$ cat src/rtl/frame_scan_capture.sv
// Receiver for row-scanned 16x16 panel beats: collects rows into a shadow buffer and commits whole frames.
// Optional LIVE_COUNT_EN adds a popcount of each committed frame on LiveCount.
module frame_scan_capture #(
    parameter int ROWS = 16,
    parameter int COLS = 16,
    localparam int RW = $clog2(ROWS)
) (
    input  logic                 Clock,
    input  logic                 Reset,
    input  logic                 InValid,
    input  logic [RW-1:0]        InRow,
    input  logic [COLS-1:0]      InData,
    output logic [ROWS*COLS-1:0] Frame,
    output logic                 FrameDone,
    output logic                 SyncErr,
    output logic [7:0]           FrameCount,
    output logic [7:0]           ErrCount,
    output logic [8:0]           LiveCount,
    output logic                 DbgState
);
    typedef enum logic {SYNC = 1'b0, CAPTURE = 1'b1} state_t;

    // Handshake: a beat is InValid high on a Clock edge; there is no ready, every valid beat is consumed.
    state_t                 state_q;
    logic [RW-1:0]          exp_row_q;
    logic [COLS-1:0]        shadow_q [ROWS];
    logic [ROWS*COLS-1:0]   frame_q;
    logic                   done_q;
    logic                   err_q;
    logic [7:0]             fcnt_q;
    logic [7:0]             ecnt_q;
    logic [ROWS*COLS-1:0]   commit_frame_d;
    logic                   in_order;
    logic                   last_row;
    logic                   commit;

    // The last row is merged straight from the input so the commit needs no extra cycle.
    always_comb begin
        commit_frame_d = '0;
        for (int i = 0; i < ROWS; i++) begin
            commit_frame_d[i*COLS +: COLS] = (i == ROWS-1) ? InData : shadow_q[i];
        end
    end

    assign in_order = InValid && (state_q == CAPTURE) && (InRow == exp_row_q);
    assign last_row = (InRow == RW'(ROWS-1));
    assign commit   = in_order && last_row;

    always_ff @(posedge Clock or posedge Reset) begin
        if (Reset) begin
            state_q   <= SYNC;
            exp_row_q <= '0;
            for (int i = 0; i < ROWS; i++) shadow_q[i] <= '0;
            frame_q   <= '0;
            done_q    <= 1'b0;
            err_q     <= 1'b0;
            fcnt_q    <= '0;
            ecnt_q    <= '0;
        end else begin
            done_q <= 1'b0;
            err_q  <= 1'b0;
            if (InValid) begin
                case (state_q)
                    SYNC: begin
                        if (InRow == '0) begin
                            shadow_q[0] <= InData;
                            exp_row_q   <= RW'(1);
                            state_q     <= CAPTURE;
                        end
                    end
                    CAPTURE: begin
                        if (InRow == exp_row_q) begin
                            shadow_q[InRow] <= InData;
                            exp_row_q       <= exp_row_q + RW'(1);
                            if (last_row) begin
                                frame_q   <= commit_frame_d;
                                done_q    <= 1'b1;
                                fcnt_q    <= fcnt_q + 8'd1;
                                exp_row_q <= '0;
                                state_q   <= SYNC;
                            end
                        end else begin
                            err_q <= 1'b1;
                            if (ecnt_q != 8'hFF) ecnt_q <= ecnt_q + 8'd1;
                            if (InRow == '0) begin
                                shadow_q[0] <= InData;
                                exp_row_q   <= RW'(1);
                            end else begin
                                exp_row_q <= '0;
                                state_q   <= SYNC;
                            end
                        end
                    end
                    default: state_q <= SYNC;
                endcase
            end
        end
    end

`ifdef LIVE_COUNT_EN
    logic [8:0] live_d;
    logic [8:0] live_q;

    always_comb begin
        live_d = '0;
        for (int k = 0; k < ROWS*COLS; k++) live_d = live_d + {8'd0, commit_frame_d[k]};
    end

    always_ff @(posedge Clock or posedge Reset) begin
        if (Reset)       live_q <= '0;
        else if (commit) live_q <= live_d;
    end

    assign LiveCount = live_q;
`else
    assign LiveCount = 9'd0;
`endif

    assign Frame      = frame_q;
    assign FrameDone  = done_q;
    assign SyncErr    = err_q;
    assign FrameCount = fcnt_q;
    assign ErrCount   = ecnt_q;
    assign DbgState   = state_q;
endmodule

$ cat config.mk
export PLATFORM = sky130hd
export DESIGN_NAME = frame_scan_capture
export DESIGN_NICKNAME = d
export VERILOG_FILES = /design/src/rtl/frame_scan_capture.sv
export SDC_FILE = /design/constraint.sdc
export NUM_CORES = 1
export LEC_CHECK = 0
export BUFFER_PORTS_ARGS = -buffer_cell sky130_fd_sc_hd__buf_2
export CELL_PAD_IN_SITES_DETAIL_PLACEMENT = 1
export CELL_PAD_IN_SITES_GLOBAL_PLACEMENT = 1
export CORE_UTILIZATION = 51
export DETAILED_ROUTE_END_ITERATION = 8
export PLACE_DENSITY = 0.93
export SLEW_MARGIN = 10
export SYNTH_ARGS = -nofsm -noshare
export SYNTH_HDL_FRONTEND = slang
export SYNTH_SLANG_ARGS = --single-unit
$ cat constraint.sdc
create_clock -name Clock -period 26 [get_ports Clock]
set_input_delay 1.3 -clock Clock [delete_from_list [all_inputs] [get_ports Clock]]
set_output_delay 1.3 -clock Clock [all_outputs]
set_load 0.01 [all_outputs]
==> results.sh, run 1 <==
export IMPL_htreeDepth=2
export IMPL_num_io_pins=307
export IMPL_synth_ff_type="dfrtp_1"
export IMPL_hp_class="flip-flop to flip-flop"
export IMPL_grt_use_total_pct=27.4
export IMPL_vias=11500
export IMPL_fin_crit_ns=4.47
export IMPL_setup_viol=0
export IMPL_p_per_area_nw_per_um2=69.4
export IMPL_grt_max_degree=159
export IMPL_drv_cap=0
export IMPL_core_um2=38000
export IMPL_hpwl_um=33600
export IMPL_synth_top_area_cell="dfrtp_1"
export IMPL_startpoint_type="input pin"
export IMPL_cts_sinks=519
export IMPL_fin_worst_skew_ns=0.0173
export IMPL_die_area_um2=39800
export IMPL_wl_per_cell_um=25.3
export IMPL_dp_cells=1987
export IMPL_start_util_pct=52.3
export IMPL_grt_setup_unrepaired="false"
export IMPL_swShare_pct=22.2
export IMPL_numCtsBuffers=52
export IMPL_io_buffers=297
export IMPL_p_seq_share_pct=50.9
export IMPL_nFillCells=3596
export IMPL_yosys_area_top_type_share_pct=65.4
export IMPL_syn_to_final_growth_pct=17.6
export IMPL_synth_area_top_cells="dfrtp_1 65%, mux2_2 14%, mux2_1 13%"
export IMPL_finalCritPeriodShare_pct=17.2
export IMPL_arrival_ns=4.92
export IMPL_grt_use_met1_pct=34.5
export IMPL_cp_num_buf_inv=3
export IMPL_yosysWarnings=0
export IMPL_syn_area_um2=19900
export IMPL_dp_slack_ns=20.97
export IMPL_antenna_found_initial=1
export IMPL_vias_per_cell=5.54
export IMPL_die_w_um=199
export IMPL_p_switching_uw=359
export IMPL_outcome="finished, final reports clean"
export IMPL_clock_root_buffer="clkbuf_16"
export IMPL_clkLatencyLatePin_ns=0.58
export IMPL_top_usage_layer="met2"
export IMPL_path_clk_slew_ns=0.06
export IMPL_cts_hold_buf=0
export IMPL_p_clk_share_pct=45.9
export IMPL_syn_avg_cell_area_um2=16.0
export IMPL_p_int_mw=1.26
export IMPL_drive_gt1_share_pct=41.9
export IMPL_leakage_nw=13.2
export IMPL_fin_util_pct=61.5
export IMPL_crit_slowest_cell="buf_4"
export IMPL_cts_tree="yes"
export IMPL_rows=71
export IMPL_comb_power_share_pct=3.3
export IMPL_cp_common_cell="buf_4"
export IMPL_max_stage_delay_ns=0.94
export IMPL_synth_seq_cells=519
export IMPL_gr_usage_met2_pct=46.6
export IMPL_remaining_drc_errors=0
export IMPL_synthCells=1241
export IMPL_fin_ws_ns=21.53
export IMPL_maxSlewHeadroom_pct=23.1
export IMPL_crit_type="input pin to flip-flop"
export IMPL_slew_viol_final=0
export IMPL_final_setup_tns_ns=0
export IMPL_stdcell_count=2081
export IMPL_crit_family="buffers and inverters"
export IMPL_gp_congestion=0.879
export IMPL_seq_area_frac_synth_pct=65.4
export IMPL_worst_setup_path_end_kind="flip-flop"
export IMPL_synth_edff_count=0
export IMPL_power_mw=1.62
export IMPL_finalHoldViolations=0
export IMPL_synth_async_reset_ratio_pct=100
export IMPL_met3_usage_pct=6.31
export IMPL_post_cts_setup_buffers=0
export IMPL_clock_fmax_mhz=224
export IMPL_ctsResizeCount=0
export IMPL_ir_drop_mv=0.0547
export IMPL_clock_path_buffers=3
export IMPL_cp_cell_sequence="buf_2, and2_0, nand3_4, buf_4, buf_4, mux2_2"
export IMPL_ant_nets=0
export IMPL_grt_overflow_total=0
export IMPL_worst_pin_slew_ns=1.15
export IMPL_first_global_vias=12900
export IMPL_crit_required_ns=26.45
export IMPL_ys_types=41
export IMPL_die_h_um=199
export IMPL_layout_nets=1556
export IMPL_drt_wl_total_um=52700
export IMPL_worstPathMaxFanout=81
export IMPL_grt_pass1_wl_um=80900
export IMPL_detailedRoute_firstPassIterationCount=4
export IMPL_drt_iter0_markers=555
-- Yosys cell counts (5+ instances only) --
master,n
a31oi_1,6
buf_2,39
buf_4,16
buf_6,5
clkbuf_1,21
dfrtp_1,519
inv_1,5
mux2_1,232
mux2_2,250
nand2_1,56
nand3_1,11
nand4_1,7
nor2_1,10
nor3_1,6
xnor2_1,8
xor2_1,6
-- final cells by class --
| type | count | area (um^2) | share of cell area (%) |
|---|---|---|---|
| Antenna cell | 2 | 5.00 | 0.0214 |
| Clock buffer | 74 | 1520 | 6.48 |
| Clock inverter | 18 | 170 | 0.728 |
| Inverter | 5 | 26.3 | 0.112 |
| Multi-Input combinational cell | 644 | 6450 | 27.6 |
| Sequential cell | 519 | 13000 | 55.6 |
| Tap cell | 511 | 639 | 2.74 |
| Timing Repair Buffer | 308 | 1580 | 6.77 |
-- cells in the final DEF (no fill, tap or decap), drive strengths merged, types with 2 or more instances in the layout --
cell type / instances
nand4: 12
ha: 3
mux2: 482
inv: 5
diode: 2
buf: 308
clkinvlp: 2
and4: 2
o21ai: 3
nor2b: 2
nand3: 14
and3: 4
conb: 9
xor2: 6
clkinv: 13
a31oi: 6
xnor2: 10
nor3: 7
bufinv: 3
nor4: 6
dfrtp: 519
nor2: 11
clkbuf: 74
nand2: 56
-- stage by stage --
step	area, um^2	hold WS, ns
2_1_floorplan	19900	0.439
3_3_place_gp	21700	0.451
3_5_place_dp	21700	0.462
4_1_cts	23400	0.478
5_1_grt	23400	0.493
6_report	23400	0.475
-- power by group through the flow --
stage               Clock (mW)  Sequential (mW)  Combinational, mW
floorplan                    0            0.839             0.0337
finish                   0.744            0.825             0.0527
CTS                      0.760            0.825             0.0540
detailed placement           0            0.840             0.0536
global placement             0            0.838             0.0507
global route             0.785            0.826             0.0596
-- worst paths after layout --
check | from | endpoint | slack, ns | cells after the start
worst min register to register | commit_frame_d[117] | Frame[117] | 0.47 | 1
max in group asynchronous | Reset | Frame[100] | 22.56 | 4
worst max register to register | DbgState | Frame[165] | 21.95 | 5
worst min-delay path | commit_frame_d[117] | Frame[117] | 0.47 | 1
worst max-delay path | InValid | Frame[165] | 21.53 | 6
min in group asynchronous | Reset | commit_frame_d[126] | 0.92 | 2
-- registers in the layout, summed over array words and instances, names as in the netlist --
signal          flops
exp_row_q           4
FrameDone           1
DbgState            1
FrameCount          8
Frame             256
commit_frame_d    240
ErrCount            8
SyncErr             1
-- cell families after synthesis --
| logic type | count (synthesis) | share of synthesized area, % |
|---|---|---|
| DFF | 519 | 65.4 |
| muxes | 483 | 27.4 |
| and+or+nand+nor | 119 | 3.45 |
| buffers and inverters | 86 | 2.36 |
| xor gates and xnor gates | 16 | 0.781 |
| AOI/OAI and AO/OA | 14 | 0.472 |
| adders and majority gates | 3 | 0.189 |
| other | 1 | 0.0189 |
-- routing by layer --
metal	routed length (um)	part of all wire (%)
met2	26900	51
met1	21100	40
met4	1380	2.6
met5	0	0
met3	3410	6.5
(Power assumes the default switching activity.)
==> run 2, diff against run 1 <==
- ABC_AREA: not set -> 1
- CORE_UTILIZATION: 51 -> 43
- PLACE_DENSITY: 0.93 -> 0.88
- clock period: 26 -> 4.48 ns (I/O delays scaled with it)
==> results.sh, run 2 <==
export IMPL_die_w_um=222
export IMPL_drive_gt1_share_pct=16.4
export IMPL_synth_ff_type="dfrtp_1"
export IMPL_detailedRoute_firstPassIterationCount=5
export IMPL_clkLatencyLatePin_ns=0.61
export IMPL_startpoint_type="flip-flop"
export IMPL_yosysWarnings=0
export IMPL_ir_drop_mv=0.300
export IMPL_io_buffers=297
export IMPL_path_clk_slew_ns=0.06
export IMPL_seq_area_frac_synth_pct=62.6
export IMPL_remaining_drc_errors=0
export IMPL_gp_congestion=0.840
export IMPL_first_global_vias=18700
export IMPL_cts_tree="yes"
export IMPL_hold_depth=6
export IMPL_synthAdderAreaFrac_pct=0.181
export IMPL_p_clk_share_pct=47.4
export IMPL_drv_cap=0
export IMPL_reg2reg_depth=8
export IMPL_core_um2=47600
export IMPL_ant_nets=0
export IMPL_syn_area_um2=20700
export IMPL_p_switching_mw=2.31
export IMPL_rows=80
export IMPL_worstPathMaxFanout=139
export IMPL_multiInputGateArea_um2=6910
export IMPL_slew_viol_final=0
export IMPL_maxSlewHeadroom_pct=29.7
export IMPL_synth_async_reset_ratio_pct=100
export IMPL_layout_common_cells="1,349 x nand2_1, 519 x dfrtp_1, 297 x buf_2"
export IMPL_num_io_pins=307
export IMPL_syn_avg_cell_area_um2=8.73
export IMPL_antenna_found_initial=1
export IMPL_nFillCells=5617
export IMPL_layout_commonest_cell="nand2_1"
export IMPL_synth_area_top_cells="dfrtp_1 63%, nand2_1 24%, nand3_1 5.9%"
export IMPL_post_cts_setup_buffers=0
export IMPL_crit_type="flip-flop to flip-flop"
export IMPL_synth_compound_area_share_pct=0.157
export IMPL_htreeDepth=2
export IMPL_setup_viol=0
export IMPL_layout_nets=2633
export IMPL_vias=17600
export IMPL_grt_setup_unrepaired="false"
export IMPL_cts_hold_buf=2
export IMPL_drt_iter0_markers=1624
export IMPL_synth_edff_count=0
export IMPL_fin_worst_skew_ns=0.00999
export IMPL_synth_simple_area_share_pct=32.3
export IMPL_drt_wl_total_um=70400
export IMPL_die_h_um=222
export IMPL_synth_mux_area_share_pct=0
export IMPL_hp_class="input pin to flip-flop"
export IMPL_finalHoldViolations=0
export IMPL_rrSetupSlack_ns=1.41
export IMPL_power_mw=9.83
export IMPL_synthCells=2376
export IMPL_grt_max_degree=173
export IMPL_comb_power_share_pct=3.9
export IMPL_grt_overflow_total=0
export IMPL_fin_crit_ns=3.07
export IMPL_numCtsBuffers=54
export IMPL_outcome="finished, final reports clean"
export IMPL_hpwl_um=41800
export IMPL_grt_pass1_wl_um=110000
export IMPL_swShare_pct=23.5
export IMPL_yosysMostFrequentCell="nand2_1"
export IMPL_synth_seq_cells=519
export IMPL_syn_to_final_growth_pct=17.5
export IMPL_leakage_nw=14.6
export IMPL_start_util_pct=43.5
export IMPL_clock_fmax_mhz=325
export IMPL_seq_area_um2=13000
export IMPL_finalCritPeriodShare_pct=68.6
export IMPL_final_setup_tns_ns=0
export IMPL_grt_use_total_pct=29.0
export IMPL_synth_xor_area_share_pct=0.338
export IMPL_synth_top_area_cell="dfrtp_1"
export IMPL_p_int_mw=7.52
export IMPL_ys_types=26
export IMPL_worst_setup_path_end_kind="flip-flop"
export IMPL_cts_sinks=519
export IMPL_whs_ns=0.119
export IMPL_vias_per_cell=5.39
export IMPL_yosys_area_top_type_share_pct=62.6
export IMPL_synthTopCellsByCount="1,349 x nand2_1, 519 x dfrtp_1, 243 x nand3_1"
export IMPL_ctsResizeCount=0
export IMPL_die_area_um2=49100
export IMPL_arrival_ns=3.57
export IMPL_p_seq_share_pct=48.7
export IMPL_wl_per_cell_um=21.5
export IMPL_worst_pin_slew_ns=1.05
export IMPL_largest_register_ff_count=256
export IMPL_synth_top_family_by_area="simple AND/OR/NAND/NOR gates"
export IMPL_p_per_area_nw_per_um2=403
export IMPL_crit_required_ns=4.98
export IMPL_clock_path_buffers=3
export IMPL_clock_root_buffer="clkbuf_16"
-- run 2: worst max-delay path, cell delays in order (launching register included) --
cell and delay [ns]:
dfrtp_1 0.44, inv_1 0.10, nand2_1 0.07, nand2_1 0.08
nor2_4 0.42, nand4_4 0.83, buf_12 0.54, nand2_1 0.22
nand2_1 0.08
-- run 2: area by class of cell --
| type | count | area share [%] |
|---|---|---|
| timing repair buffer | 328 | 7.33 |
| antenna | 1 | 0.0103 |
| inverter | 28 | 0.467 |
| multi-input combinational | 1676 | 28.3 |
| clock inverter | 21 | 1.06 |
| sequential | 519 | 53.3 |
| clock buffer | 80 | 6.40 |
| tap | 615 | 3.16 |
-- run 2: final timing paths --
kind                                     start            to
max in group asynchronous                Reset     Frame[99]
setup / recovery                  exp_row_q[0]    Frame[231]
hold / removal                        InRow[0]  exp_row_q[0]
setup reg to reg                  exp_row_q[0]    Frame[231]
hold reg to reg            commit_frame_d[118]    Frame[118]
min in group asynchronous                Reset     Frame[53]
-- run 2: metal layers --
layer | global-route usage [%] | vias to the layer above | part of all wire (%)
li1 | - | 7800 | -
met1 | 39.3 | 9093 | 42
met2 | 47.3 | 557 | 48
met3 | 4.37 | 155 | 5.3
met4 | 11.1 | 0 | 3.8
met5 | 0 | - | 0
-- run 2: logic make-up (layout without fill, tap and decap cells) --
family	count (synthesis)	after routing
other	1	10
AO/OA/AOI/OAI	6	6
AND/OR/NAND/NOR	1650	1650
buffers and inverters	189	457
adder cells (fa/ha/maj)	3	3
flip-flops	519	519
XOR/XNOR	8	8
-- run 2: metrics by stage --
step	utilization [%]	instance area [um^2]	setup WS (ns)	std cells
CTS	51.2	24400	1.45	3267
floorplan	-	20800	-2.79	2384
global route	51.2	24400	1.14	3268
finish	51.2	24400	1.41	3268
detailed placement	47.3	22500	1.54	3164
global placement	47.3	22500	1.66	3164
-- run 2: power by group through the flow --
| stage | clock, mW | sequential, mW | combinational [mW] |
|---|---|---|---|
| after floorplan | 0 | 4.87 | 0.226 |
| after global placement | 0 | 4.87 | 0.368 |
| after detailed placement | 0 | 4.88 | 0.384 |
| after CTS | 4.73 | 4.79 | 0.388 |
| after global routing | 4.88 | 4.80 | 0.425 |
| final | 4.66 | 4.79 | 0.385 |
